File: src/rtl/grid_video_renderer.sv
// grid_video_renderer: composites the Tetris playfield over a tiled 256x256 background, one RGB332 byte per pixel.
// Optional feature: define GRID_LINES_EN to draw grey (8'h49) lines on the first pixel row/column of each cell.
module grid_video_renderer #(
    parameter int H_ACTIVE = 640,
    parameter int V_ACTIVE = 480,
    parameter int PF_X0    = 200,
    parameter int CELL     = 24,
    parameter int COLS     = 10,
    parameter int ROWS     = 20
) (
    input  logic        clk,
    input  logic        reset,
    input  logic        px_en,
    input  logic [7:0]  vga_data,
    input  logic [7:0]  grid_data,
    output logic [7:0]  pixel_rgb,
    output logic [7:0]  grid_addr,
    output logic [15:0] vga_addr
);
    localparam int PF_X1 = PF_X0 + CELL * COLS;
    logic [9:0] x;
    logic [8:0] y;
    logic       phase, px_en_q;
    logic [4:0] cx, cy, row;
    logic [3:0] col;
    logic       pf_q, act_q, gl_q;
    logic       in_pf, cell_adv, grid_line;
    logic [7:0] comp;
    // Pixel classification for the issued pixel and composite of the pixel whose RAM data is now valid
    always_comb begin
        in_pf    = x >= 10'(PF_X0) && x < 10'(PF_X1) && y < 9'(V_ACTIVE);
        cell_adv = x >= 10'(PF_X0) && x < 10'(PF_X1 - 1);
`ifdef GRID_LINES_EN
        grid_line = in_pf && (cx == 5'd0 || cy == 5'd0);
`else
        grid_line = 1'b0;
`endif
        comp = gl_q ? 8'h49 : (pf_q && grid_data != 8'h00) ? grid_data : act_q ? vga_data : 8'h00;
    end
    // Raster walk: phase 0 issues addresses and emits the previous pixel, phase 1 advances x; line end on px_en fall
    always_ff @(posedge clk or posedge reset) begin
        if (reset) begin
            x         <= '0;
            y         <= '0;
            phase     <= 1'b0;
            px_en_q   <= 1'b0;
            cx        <= '0;
            cy        <= '0;
            col       <= '0;
            row       <= '0;
            pf_q      <= 1'b0;
            act_q     <= 1'b0;
            gl_q      <= 1'b0;
            pixel_rgb <= '0;
            grid_addr <= '0;
            vga_addr  <= '0;
        end else begin
            px_en_q <= px_en;
            if (!px_en) begin
                phase     <= 1'b0;
                pixel_rgb <= '0;
                pf_q      <= 1'b0;
                act_q     <= 1'b0;
                gl_q      <= 1'b0;
                if (px_en_q) begin
                    x   <= '0;
                    cx  <= '0;
                    col <= '0;
                    y   <= y == 9'(V_ACTIVE - 1) ? 9'd0 : y + 9'd1;
                    cy  <= (cy == 5'(CELL - 1) || y == 9'(V_ACTIVE - 1)) ? 5'd0 : cy + 5'd1;
                    row <= y == 9'(V_ACTIVE - 1) ? 5'd0 :
                           cy == 5'(CELL - 1) ? (row == 5'(ROWS - 1) ? 5'd0 : row + 5'd1) : row;
                end
            end else if (!phase) begin
                phase     <= 1'b1;
                vga_addr  <= {y[7:0], x[7:0]};
                grid_addr <= 8'(row) * 8'(COLS) + 8'(col);
                pf_q      <= in_pf;
                act_q     <= x < 10'(H_ACTIVE) && y < 9'(V_ACTIVE);
                gl_q      <= grid_line;
                pixel_rgb <= comp;
            end else begin
                phase <= 1'b0;
                if (x != 10'(H_ACTIVE)) begin
                    x   <= x + 10'd1;
                    cx  <= cell_adv ? (cx == 5'(CELL - 1) ? 5'd0 : cx + 5'd1) : 5'd0;
                    col <= cell_adv ? (cx == 5'(CELL - 1) ? col + 4'd1 : col) : 4'd0;
                end
            end
        end
    end
endmodule

File: config.mk
export PLATFORM = sky130hd
export DESIGN_NAME = grid_video_renderer
export DESIGN_NICKNAME = d
export VERILOG_FILES = /design/src/rtl/grid_video_renderer.sv
export SDC_FILE = /design/constraint.sdc
export NUM_CORES = 1
export LEC_CHECK = 0
export CAP_MARGIN = 30
export CORE_MARGIN = 4
export CORE_UTILIZATION = 45
export DETAILED_ROUTE_END_ITERATION = 6
export PLACE_DENSITY = 0.75
export SLEW_MARGIN = 20
export SYNTH_ARGS = -nofsm -noshare
export SYNTH_HDL_FRONTEND = slang
export SYNTH_SLANG_ARGS = --single-unit
File: constraint.sdc
create_clock -name clk -period 4 [get_ports clk]
set_input_delay 0.8 -clock clk [delete_from_list [all_inputs] [get_ports clk]]
set_output_delay 0.8 -clock clk [all_outputs]
set_load 0.01 [all_outputs]
* After elaboration in Yosys (flattened, before gate mapping)
Cells that the tools add are included.
** Storage, ports and cells
- Register bits after elaboration :: 75
- Input port bits :: 19
- Output and inout port bits :: 32
- Logic and storage cells :: 86
** Cells by class
- Add/sub/neg operators :: 7
- Multiply operators :: 1
- Order comparisons :: 5
- Equal/unequal tests :: 9
- Muxes and demuxes :: 34
- Bitwise operators :: 2
- Reductions and logical operators :: 14
** Operator list (number)
- 5-bit 2-to-1 mux :: 10
- 10-bit 2-to-1 mux :: 4
- 8-bit 2-to-1 mux :: 5
- 4-bit 2-to-1 mux :: 6
- 10-bit by 9-bit less-than comparator with 1-bit output (second input constant) :: 2
- 5-bit by 1-bit adder with 5-bit output (second input constant) :: 3
- 5-bit equality test (second input constant) :: 3
- 10-bit by 1-bit adder with 10-bit output (second input constant) :: 1
- 10-bit by 8-bit >= comparator with 1-bit output (second input constant) :: 1
- 10-bit less-than comparator (second input constant) :: 1
- 10-bit inequality test (second input constant) :: 1
- 9-bit by 1-bit adder with 9-bit output (second input constant) :: 1
- 9-bit equality test (second input constant) :: 1
- 9-bit less-than comparator (second input constant) :: 1
- 9-bit 2-to-1 mux :: 1
- 8-bit by 4-bit adder with 8-bit output :: 1
- 1-bit 2-to-1 mux :: 8
- 8-bit nonzero test :: 1
- 5-bit by 3-bit multiplier with 7-bit output (second input constant) :: 1
- 3-bit AND reduction :: 2
- 1-bit logical AND :: 5
- 4-bit by 1-bit adder with 4-bit output (second input constant) :: 1
- 2-bit by 1-bit inequality test with 1-bit output (second input constant) :: 2
- 2-bit AND reduction :: 2
- other kinds (6) :: 8

* Logic depth before layout (Yosys ltp)
Gate-level depths: netlist of the first run.
- Depth in word-level cells :: 6
- Depth in mapped cells :: 8
- Depth with buffers taken out :: 8

* Least setup slack after synthesis of the first run
No wires, ideal clock.
- Kind :: reg2reg
- Start :: register row[1]
- End :: register grid_addr[7]
- Library setup time :: 0.136 ns
- Arrival :: 2.024 ns
- Data required time :: 3.864 ns
- Path slack :: 1.840 ns
- Stages on the path, launching flop included :: 9
- Clock period less this slack :: 2.160 ns
- Cell sequence :: dfrtp_1 > ha_1 > ha_1 > fa_1 > xor2_1 > o2111ai_1 > xor2_1 > xnor2_1 > o21ai_0
** Between the ends
- Cells in the longest elaborated chain, start to end :: 2
** RTL lines
- start, declared :: line 24 : logic [4:0] cx, cy, row;
- start signal, assigned :: line 71 : row <= y == 9'(V_ACTIVE - 1) ? 5'd0 :
- 5-bit by 3-bit multiplier with 7-bit output :: line 77 : grid_addr <= 8'(row) * 8'(COLS) + 8'(col);
- 8-bit by 4-bit adder with 8-bit output :: line 77
- end signal, assigned :: line 77
- end, declared :: line 17 : output logic [7:0] grid_addr,
No other way between the ends.
A chain may end at the register's enable or synchronous reset.

* Worst setup path in the final report of the first run
- Start :: input px_en
- End :: register col[2]
** Between the ends
- Cells in the longest elaborated chain, start to end :: 2
- Elaborated cells between the ends (all ways) :: 6
** RTL lines
- start, declared :: line 13 : input logic px_en,
- 3-bit by 2-bit inequality test with 1-bit output (no source line), or another cell as far along
- 4-bit AND reduction (no source line)
- end signal, assigned :: line 87 : col <= cell_adv ? (cx == 5'(CELL - 1) ? col + 4'd1 : col) : 4'd0;
- end, declared :: line 25 : logic [3:0] col;
Several ways; a longest one is shown, not always the timed one.

==> flow_summary.yaml, run 1 <==
floorplan:
  io_pins: 51
  die_h_um: 99.4
  dieArea_um2: 9890
  core_um2: 8180
  initial_core_util_pct: 46.0
  num_rows: 33
  die_w_um: 99.4
worst_setup_path:
  rrSetupSlack_ns: 1.61
  timing.rr.start: "y[0]"
  crit_chain: "clkdlybuf4s50_1, nand2_1, a31oi_2, nor2_1, nor3_2, a41o_1"
  critPathMaxFanout: 10
  critPathLaunchType: "input pin"
  critPathMaxStageDelay_ns: 0.65
  arrival_ns: 2.81
  required_ns: 4.28
  critPathKind: "in -> reg"
  cp-end-kind: "register"
  cp_slowest_cell: "clkdlybuf4s50_1"
  r2r_end: "row[3]"
  r2r_cells: 6
cts:
  cts_setup_buffers: 0
  path_clk_slew_ns: 0.07
  cts_sinks: 74
  cts_tree: "done"
  hold_buffers: 0
  clk_latency_ns: 0.35
  clock_path_buffers: 2
  cts_resized: 0
  cts_root_buffer: "clkbuf_8"
  numCtsBuffers: 9
  ctsHtreeMaxLevel: 3
synth:
  yosysSeqAreaShare_pct: 49.2
  ys_top_cells_by_area: "dfrtp_1 49%, mux2_2 5.4%, ha_1 5.0%"
  synthesis.nets: 402
  synth_most_common_cell: "dfrtp_1"
  synthTopCellsByCount: "74 x dfrtp_1, 43 x nand2_1, 24 x o21ai_0"
  ys_ff_latch: 74
  postSynthCellCount: 366
  ys_warn_count: 0
  synth_edf_count: 0
  synth_top_cell_by_area: "dfrtp_1"
  avgSynthCellArea_um2: 10.3
  netlist.area_leader.share_pct: 49.2
  yosys_most_used_dff: "dfrtp_1"
  synth.distinct_cells: 55
  synthArstFlopShare_pct: 100
  syn-cell-area_um2: 3760
timing:
  worstMarginPinSlew_ns: 0.798
  period_share_pct: 63.1
  setup_tns_ns: 0
  finClkSkew_ns: 0.00747
  slew_headroom_pct: 46.4
  finalSetupViolCount: 0
  rsz0062_at_grt: "false"
  fin_crit_ns: 2.52
  hold_viol: 0
  slew_violations: 0
  clock.fmax_ghz: 0.396
placement:
  dp_hpwl_um: 5460
  place.gp.congestion: 0.887
  dp.cells: 508
  placement.io_buffers: 50
finish:
  fillers: 756
  num_antenna_cells: 0
  final_cells: 525
  layout-drive-gt1-share_pct: 10.5
  nets: 451
  flow.area_growth_from_synthesis_pct: 20.6
  post-route-util_pct: 55.5
min_path:
  holdPathEnd: "pixel_rgb[0]"
  worstHoldPathCells: 1
  hold_path_class: "reg -> reg"
  worstHoldStart: "pixel_rgb[0]"
global_routing:
  grt_usage_pct: 17.0
  grt_max_degree: 41
  grt_pass1_wl_um: 13900
  antenna_found_initial: 0
  grt_overflow: 0
  grt_pass1_vias: 2978
drt:
  wire_per_inst_um: 15.1
  remaining_drc_errors: 0
  drtAntennaViolNets: 0
  drtIter0Drc: 125
  dr.pass1.iters: 4
  wirelength_um: 7930
  via_per_inst: 5.56
  num_vias: 2919
power:
  p_per_area_nw_per_um2: 375
  leakagePower_nw: 2.05
  ir_drop_v: 0.000336
flow_run:
  max-cap-violations: 0
status:
  status: "completed"
[report_power, final]
group	internal [mW]	total [mW]	switching, mW
sequential	0.829	0.907	0.0778
clock	0.239	0.518	0.279
combinational	0.154	0.275	0.121
[how the worst max path moves through the flow]
stage | start | to
2_1_floorplan | reset | act_q
3_3_place_gp | px_en | cx[0]
3_5_place_dp | px_en | col[2]
4_1_cts | px_en | col[2]
5_1_grt | px_en | col[2]
6_report | px_en | col[2]
[sequential cells by signal (all words and copies together), names as in the netlist]
| register | count |
|---|---|
| pixel_rgb | 8 |
| vga_addr | 16 |
| col | 4 |
| grid_addr | 8 |
| x | 10 |
| cy | 5 |
| act_q | 1 |
| y | 9 |
| row | 5 |
| cx | 5 |
| pf_q | 1 |
| px_en_q | 1 |
| phase | 1 |
[cell usage in the layout, fill, tap and decap left out, types with 3 or more instances in the layout]
master	synthesis	final
a22o_1	6	6
nor3_1	6	6
nand4_1	7	7
mux2_2	18	18
a21o_1	13	13
nor2_1	17	17
nand2b_1	5	5
o21ai_0	24	24
nor2b_1	7	7
xor2_1	11	11
ha_1	15	15
nand2_1	43	43
a21oi_1	16	16
clkbuf_8	0	10
buf_4	0	3
xnor2_1	6	6
inv_1	8	7
o31ai_1	7	7
or4_1	4	4
and3_1	4	4
nand3_1	18	18
dfrtp_1	74	74
clkinv_2	0	3
clkdlybuf4s50_1	0	50
[cells by family (layout without fill, tap and decap cells)]
| kind of cell | count (synthesis) | count (layout) | synth area share, % |
|---|---|---|---|
| xor gates and xnor gates | 17 | 17 | 3.96 |
| AOI/OAI and AO/OA | 82 | 82 | 14.2 |
| DFF | 74 | 74 | 49.2 |
| adders and majority gates | 17 | 17 | 6.05 |
| buffers and inverters | 25 | 79 | 2.86 |
| muxes | 19 | 19 | 5.65 |
| and+or+nand+nor | 132 | 132 | 18.1 |
[critical path, delay by kind of cell]
family                 cells  cell delay (ns)
AO/OA/AOI/OAI              2             0.60
buffers and inverters      1             0.65
AND/OR/NAND/NOR            3             0.75
[layout make-up]
cell class / count / area (um2) / share of cell area (%)
sequential: 74 / 1850 / 40.8
tap: 105 / 131 / 2.90
timing repair buffer: 55 / 548 / 12.1
multi-input combinational: 267 / 1800 / 39.8
clock buffer: 11 / 141 / 3.12
inverter: 8 / 30.0 / 0.662
clock inverter: 5 / 30.0 / 0.662
[metrics by stage]
stage                     power (mW)  worst slack (ns)  hold WS [ns]  area, um2
after floorplan                 1.06              1.32         0.447       3760
after global placement          1.19              1.24         0.459       4360
after detailed placement        1.20              1.12         0.466       4360
after CTS                       1.71              1.48         0.483       4530
after global routing            1.79              1.27         0.500       4540
final                           1.70              1.48         0.478       4540
[per-layer routing]
| metal | part of all wire [%] | vias to the layer above | GRT usage, % |
|---|---|---|---|
| li1 | - | 1418 | - |
| met1 | 48 | 1428 | 23.0 |
| met2 | 46 | 62 | 27.5 |
| met3 | 4.9 | 11 | 3.65 |
| met4 | 1.3 | 0 | 5.15 |
| met5 | 0 | - | 0 |
No activity file was read; power rests on OpenSTA's default activity.
==> run 2, diff against run 1 <==
Clock period 4 ns to 2.6 ns, I/O delays scaled along.
==> flow_summary.yaml, run 2 (synthesis results as in run 1) <==
cts:
  cts_tree: "done"
  hold_buffers: 0
  cts_sinks: 74
  cts_setup_buffers: 0
  numCtsBuffers: 9
  clk_latency_ns: 0.35
  cts_root_buffer: "clkbuf_8"
  cts_resized: 0
  ctsHtreeMaxLevel: 3
  clock_path_buffers: 2
  path_clk_slew_ns: 0.07
global_routing:
  grt_pass1_wl_um: 13900
  grt_usage_pct: 17.3
  grt_overflow: 0
  antenna_found_initial: 0
  grt_pass1_vias: 3006
  grt_max_degree: 75
worst_setup_path:
  cp_slowest_cell: "dfrtp_1"
  critPathMaxFanout: 6
  rrSetupSlack_ns: 0.32
  cp-end-kind: "register"
  critPathKind: "reg -> reg"
  critPathMaxStageDelay_ns: 0.45
  r2r_cells: 8
  timing.rr.start: "row[1]"
  arrival_ns: 2.51
  startpoint: "row[1]"
  crit_path_end: "grid_addr[7]"
  required_ns: 2.83
  r2r_end: "grid_addr[7]"
  critPathLaunchType: "register"
  crit_chain: "ha_1, ha_1, fa_1, xor2_1, o2111ai_1, xor2_1, xnor2_1, o21ai_0"
finish:
  flow.area_growth_from_synthesis_pct: 23.8
  final_common_cell: "dfrtp_1"
  num_antenna_cells: 0
  post-route-util_pct: 57.0
  final_cell_mix: "74 x dfrtp_1, 50 x clkdlybuf4s50_1, 43 x nand2_1"
  fillers: 709
  nets: 458
  layout-drive-gt1-share_pct: 12.2
  top_regs: "vga_addr (16), x (10), y (9)"
  regMostFlops: "vga_addr"
  largest_reg_flops: 16
timing:
  finalSetupViolCount: 0
  hold_viol: 0
  setup_tns_ns: 0
  slew_violations: 0
  slew_headroom_pct: 54.8
  rsz0062_at_grt: "false"
  finClkSkew_ns: 0.00714
  worstMarginPinSlew_ns: 0.672
  clock.fmax_ghz: 0.439
  fin_crit_ns: 2.28
  setup_ws_ns: 0.322
  period_share_pct: 87.6
drt:
  wirelength_um: 8180
  wire_per_inst_um: 15.4
  via_per_inst: 5.56
  num_vias: 2956
  drtIter0Drc: 126
  remaining_drc_errors: 0
  drtAntennaViolNets: 0
  dr.pass1.iters: 4
power:
  p_per_area_nw_per_um2: 616
  leakagePower_nw: 2.11
  seqPwrFrac_pct: 48.8
  power.share.switching_pct: 25.5
  internal_power_mw: 2.14
  power.clock.fraction_pct: 36.2
  p_switching_mw: 0.731
  finalPower_mw: 2.87
  combPwrFrac_pct: 15.1
  ir_drop_v: 0.000526
flow_run:
  max-cap-violations: 0
placement:
  post-place-ws_ns: 0.319
  placement.io_buffers: 50
  place.gp.congestion: 0.855
  dp_hpwl_um: 5570
floorplan:
  io_pins: 51
  num_rows: 33
  dieArea_um2: 9890
  initial_core_util_pct: 46.0
  die_w_um: 99.4
  die_h_um: 99.4
  core_um2: 8180
min_path:
  hold_path_class: "reg -> reg"
status:
  status: "completed"
[run 2: cell count changes in the layout (fill, tap and decap cells not counted), sizes merged]
cell | before | now
buf | 5 | 12
bufinv | 0 | 2
clkbuf | 11 | 12
clkinv | 3 | 1
clkinvlp | 2 | 1
[run 2: critical path: cells and delay by family (launching register included)]
family | cells | cell delay, ns
adder cells (fa/ha/maj) | 3 | 0.94
AO/OA/AOI/OAI | 2 | 0.24
flip-flops | 1 | 0.45
XOR/XNOR | 3 | 0.53
[run 2: power groups by stage]
stage	Combinational [mW]	Clock, mW	Sequential (mW)
floorplan	0.212	0	1.41
global placement	0.428	0	1.41
detailed placement	0.436	0	1.42
CTS	0.440	1.06	1.40
global route	0.480	1.11	1.42
finish	0.432	1.04	1.40
[run 2: layout make-up]
cell class                      instances  area [um2]  area share [%]
Multi-Input combinational cell        267        1800            38.7
Sequential cell                        74        1850            39.8
Tap cell                              105         131            2.82
Timing Repair Buffer                   62         603            13.0
Inverter                                8        30.0           0.645
Clock inverter                          4        72.6            1.56
Clock buffer                           12         165            3.55
[run 2: per-stage QoR]
stage          cell area, um2  std cells  hold WS [ns]
3_3_place_gp             4420        516         0.459
6_report                 4660        532         0.478
3_5_place_dp             4420        516         0.465
5_1_grt                  4660        532         0.489
4_1_cts                  4660        532         0.483
2_1_floorplan            3760        366         0.447
[run 2: worst min path at each step]
stage / to / from / cells after the start / slack [ns]
2_1_floorplan: cy[4] / cy[4] / 1 / 0.45
4_1_cts: pixel_rgb[0] / pixel_rgb[0] / 1 / 0.48
5_1_grt: pixel_rgb[4] / pixel_rgb[4] / 1 / 0.49
3_5_place_dp: pixel_rgb[0] / pixel_rgb[0] / 1 / 0.46
3_3_place_gp: pixel_rgb[4] / pixel_rgb[4] / 1 / 0.46
6_report: pixel_rgb[0] / pixel_rgb[0] / 1 / 0.48
[run 2: routing by layer]
metal  wire length (um)  global-route usage [%]  up-vias
met5                  0                       0        -
met4                117                    7.35        0
met3                492                    3.86       12
met2               3830                    28.2       75
met1               3740                    22.2     1437
li1                   -                       -     1432
==> variant 1: new RTL, flow settings as in run 1 <==
Register the inputs `px_en`, `vga_data` and `grid_data` before use, without a reset. The logic sees them one clock later.
--- a/src/rtl/grid_video_renderer.sv
+++ b/src/rtl/grid_video_renderer.sv
@@ -18,6 +18,17 @@
     output logic [15:0] vga_addr
 );
     localparam int PF_X1 = PF_X0 + CELL * COLS;
+
+    logic px_en_r;
+    logic [7:0] vga_data_q;
+    logic [7:0] grid_data_q;
+
+    always_ff @(posedge clk) begin
+        px_en_r     <= px_en;
+        vga_data_q  <= vga_data;
+        grid_data_q <= grid_data;
+    end
+
     logic [9:0] x;
     logic [8:0] y;
     logic       phase, px_en_q;
@@ -35,7 +46,7 @@
 `else
         grid_line = 1'b0;
 `endif
-        comp = gl_q ? 8'h49 : (pf_q && grid_data != 8'h00) ? grid_data : act_q ? vga_data : 8'h00;
+        comp = gl_q ? 8'h49 : (pf_q && grid_data_q != 8'h00) ? grid_data_q : act_q ? vga_data_q : 8'h00;
     end
     // Raster walk: phase 0 issues addresses and emits the previous pixel, phase 1 advances x; line end on px_en fall
     always_ff @(posedge clk or posedge reset) begin
@@ -55,8 +66,8 @@
             grid_addr <= '0;
             vga_addr  <= '0;
         end else begin
-            px_en_q <= px_en;
-            if (!px_en) begin
+            px_en_q <= px_en_r;
+            if (!px_en_r) begin
                 phase     <= 1'b0;
                 pixel_rgb <= '0;
                 pf_q      <= 1'b0;
Function: changed (a bounded check fails within 4 cycles, from zero or initial values and one cycle with reset high).
==> variant 1 against run 1 <==
First-iteration DRC count rose by 52%. Area after synthesis rose by 15%. Critical path depth rose by 1. Largest cell class unchanged. Sequential cell count rose by 17. Highest routed layer unchanged. Utilization fell by 0.38 points. Die area rose by 14%. Power rose by 21%. Wire length rose by 11%. Cell area rose by 13%. Final cell count rose by 15%. Worst setup slack got worse by 0.0076 ns.
==> variant 1: results (changes against run 1) <==
| Quantity | Value | vs run 1 |
| --- | --- | --- |
| Setup clock skew after layout | 0.0132 ns | +0.00575 ns |
| Critical path peak fanout | 6 | -4 |
| Result of the run | finished clean |  |
| Post-synth net total | 469 | +17% |
| Pre-Repair DR Iteration Count | 5 | +1 |
| Maximum single-stage delay on the critical path | 0.45 ns | -0.20 ns |
| Core area | 0.00933 mm² | +14% |
| Sequential share of the synthesized area | 0.505 | +0.0129 |
| Static Leak | 2.28 nW | +12% |
| GPL Wtd Cong | 0.848 | -4.4% |
| Pin slew with the least headroom to its limit | 0.829 ns | +0.0313 ns |
| DRT Wirelength | 8.79 mm | +11% |
| Post-synthesis share of cell area spent on full adders, half adders and majority gates | 0.0525 | -0.00806 |
| Maximum number of pins on one net before global-route repair | 36 | -12% |
| R2r setup slk | 1.47 ns | -0.14 ns |
| Post-synthesis compound-gate area fraction | 0.152 | +0.0102 |
| DRT met1 WL | 4.06 mm | +7.0% |
| Met1 track demand over resource in global routing | 0.215 | -0.0149 |
| Number of placed cells counting well taps | 590 | +16% |
| Sequential portion of the cell area | 0.426 | +0.0182 |
| Area share of xor/xnor cells in the synthesized design | 0.0254 | -0.0142 |
| Worst hold margin | 0.466 ns | -0.0121 ns |
| Number of clock-tree buffers in the layout | 10 | -1 |
| Inverters, non-clock | 12 | +4 |
| Wire length per cell | 14.5 µm | -3.9% |
| Routed wl met2 | 4.31 mm | +19% |
| ClkCell Share | 0.0467 | +0.00894 |
| Total placed instance area | 0.00490 mm² | +12% |
| Cells taking the most area after synthesis | sky130_fd_sc_hd__dfrtp_1 (43%), sky130_fd_sc_hd__nand2_1 (8.0%), sky130_fd_sc_hd__dfxtp_1 (7.8%) |  |
| Multiplexer fraction of the synthesized cell area | 0.0130 | -0.0436 |
| Post-DP HPWL | 6.20 mm | +14% |
| Layout cell share with drive strength beyond 1 | 0.0797 | -0.0251 |
| Non-Clock Buffer Area Fraction | 0.105 | -0.0162 |
| Post-synthesis async set-or-reset flop share | 0.813 | -0.187 |
| Met3 GRT Util | 0.0328 | -0.00368 |
| Global-route total usage across every layer | 0.167 | -0.00300 |
## variant 1: cell count changes in the layout (fill, tap and decap cells not counted), sizes merged, moves of 6 or more
| cell | run 1 | this run |
|---|---|---|
| nor3 | 7 | 1 |
| dfxtp | 0 | 17 |
| nand2 | 43 | 93 |
| a21o | 13 | 2 |
| nand3b | 2 | 8 |
| mux2 | 18 | 5 |
| nor2 | 17 | 7 |
| inv | 8 | 14 |
| a21oi | 16 | 10 |
| a31oi | 2 | 9 |
| o21ai | 26 | 38 |
| a32oi | 0 | 6 |
| nand3 | 18 | 9 |
## variant 1: final timing paths
| check | from | to | depth (start not counted) |
|---|---|---|---|
| max in group asynchronous | reset | cy[1] | 3 |
| min in group asynchronous | reset | y[4] | 2 |
| worst min register to register | grid_data_q[2] | pixel_rgb[2] | 2 |
| worst min-delay path | grid_data_q[2] | pixel_rgb[2] | 2 |
| worst max register to register | row[1] | grid_addr[7] | 7 |
| worst max-delay path | row[1] | grid_addr[7] | 7 |
## variant 1: worst max-delay path: cells and delay by family, from the launching register on
kind / cells / cell delay (ns)
adders and majority gates: 3 / 0.92
muxes: 1 / 0.27
DFF: 1 / 0.45
xor gates and xnor gates: 2 / 0.59
AOI/OAI and AO/OA: 1 / 0.19
## variant 1: stage by stage
step / setup WS, ns / utilization
floorplan: 1.32 / -
global placement: 1.56 / 0.525
detailed placement: 1.50 / 0.525
CTS: 1.47 / 0.551
global route: 1.36 / 0.551
finish: 1.47 / 0.551
## variant 1: report_power, final
part / internal (mW) / switching [mW]
sequential: 0.992 / 0.0795
clock: 0.419 / 0.321
combinational: 0.128 / 0.123
total: 1.54 / 0.524
==> variant 2: new RTL, settings of run 1 <==
Made on the original files. The option `GRID_LINES_EN` is turned on by a define.
--- a/src/rtl/grid_video_renderer.sv
+++ b/src/rtl/grid_video_renderer.sv
@@ -1,5 +1,7 @@
 // grid_video_renderer: composites the Tetris playfield over a tiled 256x256 background, one RGB332 byte per pixel.
 // Optional feature: define GRID_LINES_EN to draw grey (8'h49) lines on the first pixel row/column of each cell.
+`define GRID_LINES_EN
+
 module grid_video_renderer #(
     parameter int H_ACTIVE = 640,
     parameter int V_ACTIVE = 480,
Behaviour: no difference found for any inputs over 10 cycles, from zero or initial values and one cycle with reset high; that may be too few to reach the edited logic, so the function may still have changed.
==> variant 2 against run 1 <==
Area after synthesis rose by 4.0%. Highest routed layer unchanged. Worst setup slack lost 0.024 ns. Critical path type unchanged. Critical path depth shrank 1. Wire length is 4.1% higher. Sequential cell count grew 1. Final cell count up 11%. Cell area grew 3.4%. Power up 4.3%.
==> variant 2: results (changes against run 1) <==
| Quantity | Value | vs run 1 |
| --- | --- | --- |
| Post-synthesis async set-or-reset flop share | 1.00 | unchanged |
| Worst IR Drop VDD | 0.000207 V | -38% |
| Maximum single-stage delay on the critical path | 0.61 ns | -0.04 ns |
| Share of Yosys cell area claimed by the top area cell type | 0.480 | -0.0125 |
| Relative slew margins | 0.530 | +0.0659 |
| GPL Wtd Cong | 0.876 | -1.3% |
| Clock root buffer | sky130_fd_sc_hd__clkbuf_8 |  |
| Via count of the first global-routing pass | 3123 | +4.9% |
| Result of the run | finished clean |  |
| Critical register-to-register path endpoint | grid_addr[7] |  |
| Cells taking the most area after synthesis | sky130_fd_sc_hd__dfrtp_1 (48%), sky130_fd_sc_hd__nand2_1 (8.9%), sky130_fd_sc_hd__ha_1 (5.4%) |  |
| DRC marker count from the first detailed-route iteration | 157 | +26% |
| Setup clock skew after layout | 0.0121 ns | +0.00458 ns |
| Number of different library cells in the post-synthesis netlist | 51 | -7.3% |
| Worst hold margin | 0.480 ns | +0.00156 ns |
| Register-to-Register Path Depth | 8 | +2 |
| Largest delay share family, worst path | simple AND/OR/NAND/NOR gates |  |
| Initial antenna violation count | 0 | unchanged |
| Post-synth net total | 462 | +15% |
| Wire length per cell | 14.2 µm | -5.9% |
| Worst Min Path Start | vga_addr[5] |  |
| Critical path peak fanout | 13 | +3 |
| Post-DP HPWL | 5.71 mm | +4.5% |
| Total of buffers placed on input and output ports | 50 | unchanged |
| Dominant synthesized flop cell | sky130_fd_sc_hd__dfrtp_1 |  |
| Number of buffers added by the clock tree synthesis step | 9 | unchanged |
| Core Util, Final | 0.562 | +0.00747 |
| Largest registers | vga_addr x16, x x10, y x9 |  |
| Total placed instance area | 0.00449 mm² | +3.0% |
| Data arrival time of the worst path | 2.82 ns | about the same |
| Crit Reg-Reg Startpoint | row[1] |  |
| Global-route total usage across every layer | 0.176 | +0.00621 |
| Layout cell share with drive strength beyond 1 | 0.0693 | -0.0354 |
| Post-CTS repair timing setup buffer count | 0 | unchanged |
| First-pass GRT wire length | 14.7 mm | +6.2% |
| Drt via density | 5.43 | -2.4% |
| Number of nets in the layout | 509 | +13% |
| Min-Delay Endpoint | vga_addr[5] |  |
| Count of cells resized by post-cts repair | 0 | unchanged |
| Static Leak | 2.15 nW | +5.2% |
| Number of cells on the worst hold path | 2 | +1 |
| Sequential share of the synthesized area | 0.480 | -0.0125 |
| Maximum number of pins on one net before global-route repair | 76 | +85% |
| Number of filler instances in the final layout | 759 | +0.40% |
| R2r setup slk | 1.62 ns |  |
| Most instantiated cells after synthesis | sky130_fd_sc_hd__nand2_1 (93), sky130_fd_sc_hd__dfrtp_1 (75), sky130_fd_sc_hd__o21ai_0 (35) |  |
| CTS HTree Levels | 3 | unchanged |
[variant 2: report_power, final]
part / switching (mW) / internal, mW
sequential: 0.0931 / 0.843
clock: 0.290 / 0.225
combinational: 0.160 / 0.162
[variant 2: logic make-up (layout without fill, tap and decap cells)]
| family | after synthesis | after routing | share of synthesized area |
|---|---|---|---|
| buffers and inverters | 37 | 89 | 0.0393 |
| XOR/XNOR | 17 | 17 | 0.0381 |
| flip-flops | 75 | 75 | 0.480 |
| adder cells (fa/ha/maj) | 19 | 19 | 0.0646 |
| AO/OA/AOI/OAI | 92 | 92 | 0.154 |
| AND/OR/NAND/NOR | 183 | 183 | 0.222 |
| multiplexers | 1 | 1 | 0.00288 |
[variant 2: layer usage]
| metal | GRT usage | vias to the layer above | part of all wire |
|---|---|---|---|
| met5 | 0 | - | 0 |
| met4 | 0.0470 | 0 | 0.013 |
| met3 | 0.0427 | 12 | 0.059 |
| met2 | 0.272 | 80 | 0.44 |
| met1 | 0.249 | 1497 | 0.49 |
| li1 | - | 1563 | - |
[variant 2: area by class of cell]
type	count	share of cell area
clock buffers	10	0.0272
clock inverters	6	0.00907
inverters	17	0.0136
multi-input cells	312	0.401
flip-flops and latches	75	0.400
well taps	105	0.0280
repair buffers	56	0.121
[variant 2: how the worst max path moves through the flow]
stage / slack (ns) / end / from
finish: 1.45 / row[3] / px_en
global route: 1.29 / col[1] / px_en
CTS: 1.48 / row[3] / px_en
detailed placement: 1.12 / row[3] / px_en
global placement: 1.14 / row[3] / px_en
floorplan: 1.29 / act_q / reset
[variant 2: through the flow]
| stage | cells | setup WS (ns) |
|---|---|---|
| 4_1_cts | 580 | 1.48 |
| 5_1_grt | 581 | 1.29 |
| 2_1_floorplan | 424 | 1.29 |
| 6_report | 581 | 1.45 |
| 3_5_place_dp | 564 | 1.12 |
| 3_3_place_gp | 564 | 1.14 |
[variant 2: tightest hold or removal path, cell delays in order, from the launching register on]
cell and delay [ns]:
sky130_fd_sc_hd__dfrtp_1 0.35, sky130_fd_sc_hd__nand2_1 0.05, sky130_fd_sc_hd__nand2_1 0.05
